==> src/rtl/svn_pkg.sv <==
// Shared constants and types for the seven-segment digit scanner.
package svn_pkg;

    localparam logic [3:0] BLANK_CODE = 4'hF;
    localparam logic       AN_OFF     = 1'b1;
    localparam logic       DP_OFF     = 1'b1;

    typedef enum logic {
        GAP  = 1'b0,
        SHOW = 1'b1
    } slot_state_t;

    // Digit-index width, never narrower than one bit.
    function automatic int idx_w(input int n_digits);
        return ($clog2(n_digits) < 1) ? 1 : $clog2(n_digits);
    endfunction

endpackage

==> src/rtl/svn_slot_timer.sv <==
// Slot counter and digit index for the scanner; flags slot/frame wrap and the dead-time gap.
module svn_slot_timer
    import svn_pkg::*;
#(
    parameter int N_DIGITS = 4,
    parameter int SLOT_CYC = 100000,
    parameter int GAP_CYC  = 2,
    localparam int CNT_W   = $clog2(SLOT_CYC),
    localparam int IDX_W   = idx_w(N_DIGITS)
) (
    input  logic             clk,
    input  logic             rst_n,
    output logic [IDX_W-1:0] idx,
    output logic             slot_wrap,
    output logic             frame_wrap,
    output logic             in_gap
);

    logic [CNT_W-1:0] cnt_p0;
    logic [IDX_W-1:0] idx_p0;

    assign slot_wrap  = (cnt_p0 == CNT_W'(SLOT_CYC - 1));
    assign frame_wrap = slot_wrap && (idx_p0 == IDX_W'(N_DIGITS - 1));
    assign in_gap     = (cnt_p0 < CNT_W'(GAP_CYC));
    assign idx        = idx_p0;

    always_ff @(posedge clk or negedge rst_n) begin
        if (!rst_n) begin
            cnt_p0 <= '0;
            idx_p0 <= '0;
        end else if (slot_wrap) begin
            cnt_p0 <= '0;
            idx_p0 <= (idx_p0 == IDX_W'(N_DIGITS - 1)) ? '0 : idx_p0 + IDX_W'(1);
        end else begin
            cnt_p0 <= cnt_p0 + CNT_W'(1);
        end
    end

endmodule

==> src/rtl/svn_scan_mux.sv <==
// Time-multiplexed hex digit scanner feeding a seven-segment decoder, with
// frame-synchronous shadow updates, leading-zero blanking and inter-digit dead time.
module svn_scan_mux
    import svn_pkg::*;
#(
    parameter int N_DIGITS = 4,
    parameter int SLOT_CYC = 100000,
    parameter int GAP_CYC  = 2,
    parameter int LZ_BLANK = 1
) (
    input  logic                  clk,
    input  logic                  rst_n,
    input  logic                  load,
    input  logic [4*N_DIGITS-1:0] value,
    input  logic [N_DIGITS-1:0]   dp_mask,
    input  logic [N_DIGITS-1:0]   digit_en,
    output logic [3:0]            nibble,
    output logic                  dp_n,
    output logic [N_DIGITS-1:0]   an_n,
    output logic                  pending,
    output logic                  frame_done
);

    localparam int IDX_W = idx_w(N_DIGITS);

    logic [IDX_W-1:0] idx_p0;
    logic             slot_wrap_p0;
    logic             frame_wrap_p0;
    logic             in_gap_p0;
    logic             xfer_p0;

    svn_slot_timer #(
        .N_DIGITS (N_DIGITS),
        .SLOT_CYC (SLOT_CYC),
        .GAP_CYC  (GAP_CYC)
    ) u_timer (
        .clk        (clk),
        .rst_n      (rst_n),
        .idx        (idx_p0),
        .slot_wrap  (slot_wrap_p0),
        .frame_wrap (frame_wrap_p0),
        .in_gap     (in_gap_p0)
    );

    assign xfer_p0 = slot_wrap_p0 && frame_wrap_p0;

    logic [4*N_DIGITS-1:0] sh_value, act_value;
    logic [N_DIGITS-1:0]   sh_dp, act_dp;
    logic [N_DIGITS-1:0]   sh_en, act_en;
    logic                  pending_r;

    // A load on the frame boundary lands in the shadow after the old shadow
    // has moved to active, so it waits a full frame and pending stays set.
    always_ff @(posedge clk or negedge rst_n) begin
        if (!rst_n) begin
            sh_value  <= '0;
            sh_dp     <= '0;
            sh_en     <= '1;
            act_value <= '0;
            act_dp    <= '0;
            act_en    <= '1;
            pending_r <= 1'b0;
        end else begin
            if (xfer_p0 && pending_r) begin
                act_value <= sh_value;
                act_dp    <= sh_dp;
                act_en    <= sh_en;
            end
            if (load) begin
                sh_value  <= value;
                sh_dp     <= dp_mask;
                sh_en     <= digit_en;
                pending_r <= 1'b1;
            end else if (xfer_p0) begin
                pending_r <= 1'b0;
            end
        end
    end

    slot_state_t           state_p0;
    logic [N_DIGITS-1:0]   lz_p0;
    logic                  zero_above;
    logic [3:0]            cur_digit_p0;
    logic                  cur_dp_p0;
    logic                  cur_en_p0;
    logic                  cur_lz_p0;
    logic [N_DIGITS-1:0]   an_d;
    logic [3:0]            nib_d;
    logic                  dp_d;

    assign state_p0 = in_gap_p0 ? GAP : SHOW;

    always_comb begin
        zero_above = 1'b1;
        lz_p0      = '0;
        for (int i = N_DIGITS - 1; i >= 0; i--) begin
            zero_above = zero_above && (act_value[4*i +: 4] == 4'h0);
            lz_p0[i]   = (LZ_BLANK != 0) && (i != 0) && zero_above;
        end
    end

    always_comb begin
        cur_digit_p0 = BLANK_CODE;
        cur_dp_p0    = 1'b0;
        cur_en_p0    = 1'b0;
        cur_lz_p0    = 1'b0;
        for (int i = 0; i < N_DIGITS; i++) begin
            if (idx_p0 == IDX_W'(i)) begin
                cur_digit_p0 = act_value[4*i +: 4];
                cur_dp_p0    = act_dp[i];
                cur_en_p0    = act_en[i];
                cur_lz_p0    = lz_p0[i];
            end
        end
    end

    // A blanked digit keeps its anode driven so brightness stays uniform;
    // only a disabled digit goes fully dark.
    always_comb begin
        an_d  = {N_DIGITS{AN_OFF}};
        nib_d = BLANK_CODE;
        dp_d  = DP_OFF;
        if (state_p0 == SHOW && cur_en_p0) begin
            for (int i = 0; i < N_DIGITS; i++) begin
                an_d[i] = (idx_p0 == IDX_W'(i)) ? ~AN_OFF : AN_OFF;
            end
            nib_d = cur_lz_p0 ? BLANK_CODE : cur_digit_p0;
            dp_d  = ~cur_dp_p0;
        end
    end

    // ---- p1: registered outputs, one cycle behind cnt/idx ----
    logic [N_DIGITS-1:0] an_n_p1;
    logic [3:0]          nibble_p1;
    logic                dp_n_p1;
    logic                frame_done_p1;

    always_ff @(posedge clk or negedge rst_n) begin
        if (!rst_n) begin
            an_n_p1       <= {N_DIGITS{AN_OFF}};
            nibble_p1     <= BLANK_CODE;
            dp_n_p1       <= DP_OFF;
            frame_done_p1 <= 1'b0;
        end else begin
            an_n_p1       <= an_d;
            nibble_p1     <= nib_d;
            dp_n_p1       <= dp_d;
            frame_done_p1 <= xfer_p0;
        end
    end

    assign an_n       = an_n_p1;
    assign nibble     = nibble_p1;
    assign dp_n       = dp_n_p1;
    assign frame_done = frame_done_p1;
    assign pending    = pending_r;

endmodule

==> config.mk <==
export PLATFORM = sky130hd
export DESIGN_NAME = svn_scan_mux
export DESIGN_NICKNAME = d
export VERILOG_FILES = /design/src/rtl/svn_pkg.sv /design/src/rtl/svn_slot_timer.sv /design/src/rtl/svn_scan_mux.sv
export SDC_FILE = /design/constraint.sdc
export NUM_CORES = 1
export LEC_CHECK = 0
export ABC_AREA = 1
export BUFFER_PORTS_ARGS = -buffer_cell sky130_fd_sc_hd__buf_2
export CAP_MARGIN = 20
export CORE_UTILIZATION = 54
export CTS_CLUSTER_DIAMETER = 100
export DETAILED_ROUTE_END_ITERATION = 6
export GPL_ROUTABILITY_DRIVEN = 0
export PLACE_DENSITY_LB_ADDON = 0.25
export SKIP_LAST_GASP = 1
export SYNTH_ARGS = -nofsm -noshare
export SYNTH_HDL_FRONTEND = slang
export SYNTH_SLANG_ARGS = --single-unit
==> constraint.sdc <==
create_clock -name clk -period 1.7 [get_ports clk]
set_clock_uncertainty 0.05 [all_clocks]
set_input_delay 0.17 -clock clk [delete_from_list [all_inputs] [get_ports clk]]
set_output_delay 0.17 -clock clk [all_outputs]
set_load 0.05 [all_outputs]
==> impl_metrics.ini, run 1 <==
[status]
status = completed

[floorplan]
start_util_pct = 57.4
die_h_um = 85.3
die_area_sq_um = 7280
num_io_pins = 38
die_w_um = 85.3
coreArea_sq_um = 6530
placementRows = 29

[grt]
grt_pass1_wl_um = 13400
grt_max_degree = 31
grt_util_all_layers_pct = 23.7
grt_remaining_overflow = 0
antenna_found_initial = 0
grt_pass1_vias = 2930

[cells_and_area]
drive_gt1_share_pct = 18.1
multi_input_area_sq_um = 1560
instances_no_fill = 617
final_core_util_pct = 69.0
n_fill_cell = 523
seqCellArea_sq_um = 1970
synthToLayoutAreaGrowth_pct = 20.3
design_area_sq_um = 4510
nNetsFinal = 567
insertedDiodeCount = 0

[timing]
min_period_over_period_pct = 92.1
rsz0062_at_grt = true
max_clock_freq_mhz = 639
finalHoldViolCount = 0
max-slew-margin-rel_pct = 73.9
setup_viol = 0
drv_slew = 0
min_period_ps = 1570
worst_pin_slew_ps = 390

[synthesis]
ys_ff_latch = 78
yosysTopAreaCell = dfrtp_1
syn_inst = 469
synth_ff_type = dfrtp_1
ys_warn_count = 0
synth.area.top_cells = dfrtp_1 (41%), nand2_1 (20%), dfstp_2 (12%), nor2_1 (5.1%), nand4_1 (4.2%)
synth_edf_count = 0
synth_top_area_share_pct = 40.7
syn_avg_cell_area_sq_um = 7.99
ys_seq_area_share_pct = 52.7
yosys-top-cells-count = nand2_1 (204), dfrtp_1 (61), nor2_1 (51)
synth_most_common_cell = nand2_1
syn_nets = 501
async_flop_share_pct = 100
syn_area_sq_um = 3750
synth_cell_types = 29

[cts]
cts_tree = done
cts_buffers = 9
clk_pin_slew_ps = 80
cts.sinks = 78
cts_root_buf = clkbuf_8
clock_latency_ps = 350
h-tree-depth = 3
cts_max_path_buffers = 2

[route]
avgViaCountPerCell = 5.10
wl_per_cell_um = 13.0
drt-initial-drc-count = 198
vias = 3147
ant_nets = 0
drc = 0
firstDrtPassIters = 4
wl_um = 8010

[critical_path]
worst_ep_arrival_time_ps = 1760
worst-path-max-fanout = 12
critPathKind = flop to flop
r2r_cells = 8
r2r_start = u_timer.cnt_p0[0]
r2r_setup_slack_ps = 130
crit_path_end_kind = flop
start_kind = flop
required_ps = 1890
worstReg2RegEnd = act_dp[0]

[placed_design]
io_buffers = 37
place_inst = 575
placed_cell_area_sq_um = 4010
dp_hpwl_um = 5300

[pwr]
p_per_area_nw_per_um2 = 790
power_mw = 3.56
ir_drop_uv = 505
power_leakage_nw = 2.33

[min_path]
min_from = load
hp-class = input pin to flop
whs_path_depth = 4
hold_path_end = sh_en[1]

[run]
maxCapViolations = 0
## critical path, cell delays in order (launching register included)
cell	delay [ps]
dfrtp_1	380
ha_1	170
nand2_1	110
inv_1	90
nand2_1	90
nor2_4	180
nand4_4	210
nand2_1	130
nand2_1	60
## where the power goes
group | leakage (nW) | internal (mW) | switching [mW]
sequential | 0.975 | 1.91 | 0.0305
clock | 0.0951 | 0.725 | 0.712
combinational | 1.26 | 0.0893 | 0.0942
## repair_timing
action | CTS | global route
buffers inserted | 0 | 0
gates resized for setup | 0 | 8
setup endpoints to repair | 0 | 34
hold buffers | 25 | 0
endpoints found under the hold margin | 50 | 0
## per-layer routing
layer / vias to the layer above / track usage (%) / part of all wire (%) / wire length, um
li1: 1594 / - / - / -
met1: 1449 / 32.8 / 47 / 3780
met5: - / 0 / 0 / 0
met3: 10 / 4.77 / 4.7 / 379
met4: 0 / 9.85 / 1.6 / 132
met2: 94 / 36.7 / 46 / 3720
## worst max-delay path by stage
stage                 startpoint            endpoint  slack [ps]
2_1_floorplan     u_timer.idx[0]             an_n[1]         210
3_3_place_gp      u_timer.idx[0]             an_n[2]         100
3_5_place_dp   u_timer.cnt_p0[0]  u_timer.cnt_p0[10]          60
4_1_cts        u_timer.cnt_p0[0]  u_timer.cnt_p0[10]          40
5_1_grt        u_timer.cnt_p0[0]           act_dp[0]         -10
6_report       u_timer.cnt_p0[0]           act_dp[0]         130
## through the flow
stage          setup TNS (ps)  hold slack, ps  worst slack [ps]
3_5_place_dp                0            62.1              62.7
3_3_place_gp                0            59.7              95.9
4_1_cts                     0             156              41.1
5_1_grt                 -29.0             193             -11.7
6_report                    0             169               135
2_1_floorplan               0            -176               209
## final cells by class
cell class | count | area share, %
flip-flops and latches | 78 | 43.8
multi-input cells | 338 | 34.6
repair buffers | 72 | 11.9
clock buffers | 10 | 3.05
inverters | 36 | 3.00
well taps | 77 | 2.14
clock inverters | 6 | 1.55
## state kept, by name, summed over array words and instances (netlist names)
signal / cells
sh_en: 4
sh_value: 16
an_n: 4
sh_dp: 4
act_dp: 4
u_timer.idx: 2
pending: 1
u_timer.cnt_p0: 17
dp_n: 1
act_value: 16
nibble: 4
act_en: 4
frame_done: 1
## cell usage in the layout, fill, tap and decap left out, drive strengths merged, types with 3 or more instances in the layout
master / synthesis / routed
a21oi: 7 / 7
buf: 13 / 47
clkbuf: 5 / 10
clkinvlp: 0 / 3
dfrtp: 61 / 61
dfstp: 17 / 17
dlygate4sd3: 0 / 25
ha: 5 / 5
inv: 35 / 37
nand2: 206 / 206
nand3: 14 / 14
nand4: 26 / 27
nor2: 57 / 57
nor3: 3 / 3
o21ai: 5 / 5
xor2: 8 / 8
## kinds of logic (layout without fill, tap and decap cells)
family                   after synthesis  after routing  synth area share (%)
flip-flops                            78             78                  52.7
AND/OR/NAND/NOR                      309            310                  34.7
adder cells (fa/ha/maj)                5              5                  1.67
AO/OA/AOI/OAI                         14             14                  2.00
XOR/XNOR                               9              9                  2.10
buffers and inverters                 54            124                  6.88
No activity file was read; power rests on OpenSTA's default activity.
==> run 2, diff against run 1 <==
--- a/config.mk
+++ b/config.mk
@@ -13,6 +13,7 @@
 export DETAILED_ROUTE_END_ITERATION = 6
 export GPL_ROUTABILITY_DRIVEN = 0
 export PLACE_DENSITY_LB_ADDON = 0.25
+export SETUP_SLACK_MARGIN = 0.5
 export SKIP_LAST_GASP = 1
 export SYNTH_ARGS = -nofsm -noshare
 export SYNTH_HDL_FRONTEND = slang
==> impl_metrics.ini, run 2 (synthesis results as in run 1) <==
[floorplan]
coreArea_sq_um = 6530
start_util_pct = 57.4
placementRows = 29
num_io_pins = 38
die_area_sq_um = 7280
die_h_um = 85.3
die_w_um = 85.3

[critical_path]
crit_slowest_cell = dfrtp_1
required_ps = 1950
start_kind = flop
crit_path_end_kind = flop
worst-path-max-fanout = 26
max_stage_delay_ps = 380
r2r_cells = 8
worst_ep_arrival_time_ps = 1910
path_cells = ha_2 > nand2_4 > nor2_2 > nand3_2 > nor2_4 > buf_12 > nand4_1 > nand2_1
worst-path-buf-inv = 1
critPathKind = flop to flop
cp_top_family = simple AND/OR/NAND/NOR gates
path_depth = 8

[grt]
grt_pass1_wl_um = 15200
grt_remaining_overflow = 0
antenna_found_initial = 0
grt_util_all_layers_pct = 27.2
grt_max_degree = 34
grt_pass1_vias = 3223

[cells_and_area]
synthToLayoutAreaGrowth_pct = 36.3
nNetsFinal = 599
seqCellArea_sq_um = 1990
largest_reg_flops = 17
final_common_cell = nand2_1
layout_common_cells = nand2_1 (187), dfrtp_1 (51), nor2_1 (44)
largest-register = u_timer.cnt_p0
n_fill_cell = 401
instances_no_fill = 650
top_regs = u_timer.cnt_p0: 17 flops, act_value: 16 flops, sh_value: 16 flops
drive_gt1_share_pct = 31.6
multi_input_area_sq_um = 1790
final_core_util_pct = 78.2

[route]
drc = 0
ant_nets = 0
wl_per_cell_um = 14.7
wl_um = 9540
vias = 3455
avgViaCountPerCell = 5.32
firstDrtPassIters = 5
drt-initial-drc-count = 266

[timing]
drv_slew = 0
holdWs_ps = 167
worst_pin_slew_ps = 420
max_clock_freq_mhz = 603
final.setup.tns_ps = 0
setup_viol = 0
max-slew-margin-rel_pct = 71.9
min_period_over_period_pct = 97.5
min_period_ps = 1660
setup_slack_ps = 42.3
rsz0062_at_grt = true
finalHoldViolCount = 0

[run]
maxCapViolations = 0

[cts]
cts_max_path_buffers = 2
cts.sinks = 78
clk_pin_slew_ps = 90
cts_buffers = 9
cts_tree = done
h-tree-depth = 3
clock_latency_ps = 370
cts_root_buf = clkbuf_8

[placed_design]
io_buffers = 37
pre_cts_ws_ps = 67.4
dp_hpwl_um = 5290
place_inst = 574

[pwr]
ir_drop_uv = 685
p_per_area_nw_per_um2 = 676
power_leakage_nw = 2.58

[min_path]
hp-class = input pin to flop
whs_path_depth = 3

[status]
status = completed
[run 2: cell count changes in the layout (fill, tap and decap cells not counted), moves of 6 or more]
cell	delta
buf_4	+25
nand2_1	-16
nand2_2	+14
buf_2	-11
dfrtp_1	-10
dfrtp_2	+10
buf_8	+9
inv_1	-6
nand3_1	-6
nor2_1	-6
[run 2: report_power, final]
group / switching, mW / leakage, nW / internal (mW)
sequential: 0.0315 / 0.961 / 1.91
combinational: 0.0983 / 1.53 / 0.0895
clock: 0.761 / 0.0892 / 0.560
total: 0.891 / 2.58 / 2.56
[run 2: worst reg2reg max path, stage by stage (launching register included)]
cell,delay [ps]
dfrtp_1,380
ha_2,220
nand2_4,80
nor2_2,120
nand3_2,90
nor2_4,160
buf_12,190
nand4_1,170
nand2_1,150
[run 2: path summary, 6_finish.rpt]
check,startpoint,endpoint,slack [ps]
setup / recovery,u_timer.cnt_p0[0],act_value[12],40
hold / removal,load,pending,170
setup reg to reg,u_timer.cnt_p0[0],act_value[12],40
hold reg to reg,sh_en[3],sh_en[3],420
max in group asynchronous,rst_n,act_en[3],740
min in group asynchronous,rst_n,u_timer.idx[0],220
[run 2: metal layers]
| metal | global-route usage (%) | share of wire (%) | vias up |
|---|---|---|---|
| met4 | 7.88 | 2.2 | 0 |
| met1 | 36.5 | 43 | 1597 |
| met2 | 43.2 | 48 | 158 |
| met3 | 7.98 | 7.2 | 26 |
| li1 | - | - | 1674 |
| met5 | 0 | 0 | - |
[run 2: what timing repair did]
item,CTS,global route
gates cloned,3,0
gates resized for setup,55,38
pin swaps,12,17
hold buffers,25,0
setup endpoints to repair,62,64
hold endpoints to repair,52,0
buffers inserted,19,12
[run 2: final cells by class]
cell class | instances | area share [%]
tap | 77 | 1.89
multi-input combinational | 340 | 35.0
inverter | 36 | 2.99
timing repair buffer | 102 | 17.6
clock buffer | 9 | 2.42
antenna | 1 | 0.0490
sequential | 78 | 38.9
clock inverter | 7 | 1.20
[run 2: stage by stage]
stage	total power [mW]	area, sq um
after floorplan	2.03	3820
after global placement	2.11	4070
after detailed placement	2.12	4070
after CTS	3.47	4890
after global routing	3.61	5110
final	3.45	5110
==> run 3, diff against run 2 <==
--- a/config.mk
+++ b/config.mk
@@ -8,7 +8,7 @@
 export ABC_AREA = 1
 export BUFFER_PORTS_ARGS = -buffer_cell sky130_fd_sc_hd__buf_2
 export CAP_MARGIN = 20
-export CORE_UTILIZATION = 54
+export CORE_UTILIZATION = 53
 export CTS_CLUSTER_DIAMETER = 100
 export DETAILED_ROUTE_END_ITERATION = 6
 export GPL_ROUTABILITY_DRIVEN = 0
==> impl_metrics.ini, run 3 (synthesis results as in run 1) <==
[pwr]
seqPwrFrac_pct = 52.0
p_switching_mw = 0.854
power_leakage_nw = 2.71
power_frac_clock_pct = 42.7
p_int_mw = 2.88
power_frac_comb_pct = 5.2
ir_drop_uv = 609
p_per_area_nw_per_um2 = 690
sw_frac_of_total_pct = 22.9

[timing]
min_period_over_period_pct = 93.3
holdWs_ps = 185
max-slew-margin-rel_pct = 69.9
min_period_ps = 1590
finalHoldViolCount = 0
worst_pin_slew_ps = 450
rsz0062_at_grt = true
max_clock_freq_mhz = 630
drv_slew = 0
setup_viol = 0
final.setup.tns_ps = 0

[critical_path]
worst_ep_arrival_time_ps = 1830
start_kind = flop
crit_path_end_kind = flop
required_ps = 1940
critPathKind = flop to flop
worst-path-max-fanout = 5

[run]
maxCapViolations = 0

[cells_and_area]
drive_gt1_share_pct = 37.7
layout_common_cells = nand2_1 (168), dfrtp_1 (52), nor2_1 (37)
synthToLayoutAreaGrowth_pct = 44.3
largest_reg_flops = 17
insertedDiodeCount = 0
final_core_util_pct = 79.6
top_regs = u_timer.cnt_p0: 17 flops, act_value: 16 flops, sh_value: 16 flops
largest-register = u_timer.cnt_p0
design_area_sq_um = 5410
final_common_cell = nand2_1
nNetsFinal = 602
instances_no_fill = 671

[floorplan]
num_io_pins = 38
die_w_um = 86.1
placementRows = 30
die_h_um = 86.1
die_area_sq_um = 7410
start_util_pct = 55.2
coreArea_sq_um = 6790

[grt]
grt_pass1_wl_um = 16200
grt_util_all_layers_pct = 28.9
grt_remaining_overflow = 0
antenna_found_initial = 0
grt_max_degree = 30
grt_pass1_vias = 3349

[cts]
cts.sinks = 78
cts_root_buf = clkbuf_8
h-tree-depth = 3
clock_latency_ps = 370
clk_pin_slew_ps = 90
cts_tree = done
cts_buffers = 9
cts_max_path_buffers = 2

[route]
wl_per_cell_um = 17.0
firstDrtPassIters = 6
drc = 0
ant_nets = 0
drt-initial-drc-count = 349
wl_um = 11400
avgViaCountPerCell = 5.50
vias = 3688

[placed_design]
dp_hpwl_um = 5360
place_inst = 595
io_buffers = 37
placed_cell_area_sq_um = 4110

[status]
status = completed

[min_path]
hp-class = input pin to flop
## run 3: changes by cell type in the layout (fill, tap and decap cells not counted), sizes merged, moves of 2 or more
cell / change
bufinv: +2
inv: -3
buf: +4
clkinvlp: -2
## run 3: area by class of cell
type	instances	area (sq um)
Timing Repair Buffer	105	946
Tap cell	96	120
Clock inverter	5	82.6
Fill cell	386	1390
Sequential cell	78	1990
Clock buffer	11	141
Multi-Input combinational cell	340	1970
Inverter	36	160
## run 3: worst paths after layout
| kind | cells past startpoint | startpoint | slack, ps | to |
|---|---|---|---|---|
| worst min register to register | 2 | sh_en[1] | 420 | sh_en[1] |
| max in group asynchronous | 3 | rst_n | 740 | sh_en[3] |
| worst max register to register | 10 | u_timer.idx[1] | 110 | nibble[2] |
| worst min-delay path | 3 | load | 180 | pending |
| worst max-delay path | 10 | u_timer.idx[1] | 110 | nibble[2] |
| min in group asynchronous | 2 | rst_n | 230 | u_timer.cnt_p0[13] |
## run 3: worst max-delay path, stage by stage (launching register included)
cell	delay [ps]
dfrtp_2	470
inv_4	100
ha_4	200
buf_6	110
nand2_1	60
nand2_1	80
nand3_2	60
nand2_1	100
nand2_1	100
nor2_2	120
nand2_1	60
## run 3: timing repair
item,in CTS,in global routing
hold endpoints to repair,45,0
pin swaps,21,32
buffers inserted,22,10
gates resized for setup,84,63
hold buffers,25,0
setup endpoints to repair,62,63
gates cloned,3,0
## run 3: through the flow
step / total power [mW] / worst slack, ps
2_1_floorplan: 2.03 / 319
3_3_place_gp: 2.11 / 137
3_5_place_dp: 2.12 / 73.4
4_1_cts: 3.71 / 232
5_1_grt: 3.84 / 32.6
6_report: 3.73 / 113
## run 3: layer usage
layer  part of all wire, %  up-vias  GRT usage [%]  wire, um
met1                    37     1736           36.6      4260
met2                    50      207           48.2      5750
li1                      -     1669              -         -
met5                     0        -              0         0
met3                   6.8       76           7.22       778
met4                   5.5        0           10.3       624
## run 3: power by group through the flow
stage | sequential [mW] | combinational [mW] | clock [mW]
6_report | 1.94 | 0.194 | 1.59
5_1_grt | 1.95 | 0.221 | 1.67
4_1_cts | 1.94 | 0.190 | 1.58
3_5_place_dp | 1.98 | 0.147 | 0
3_3_place_gp | 1.97 | 0.141 | 0
2_1_floorplan | 1.97 | 0.0587 | 0
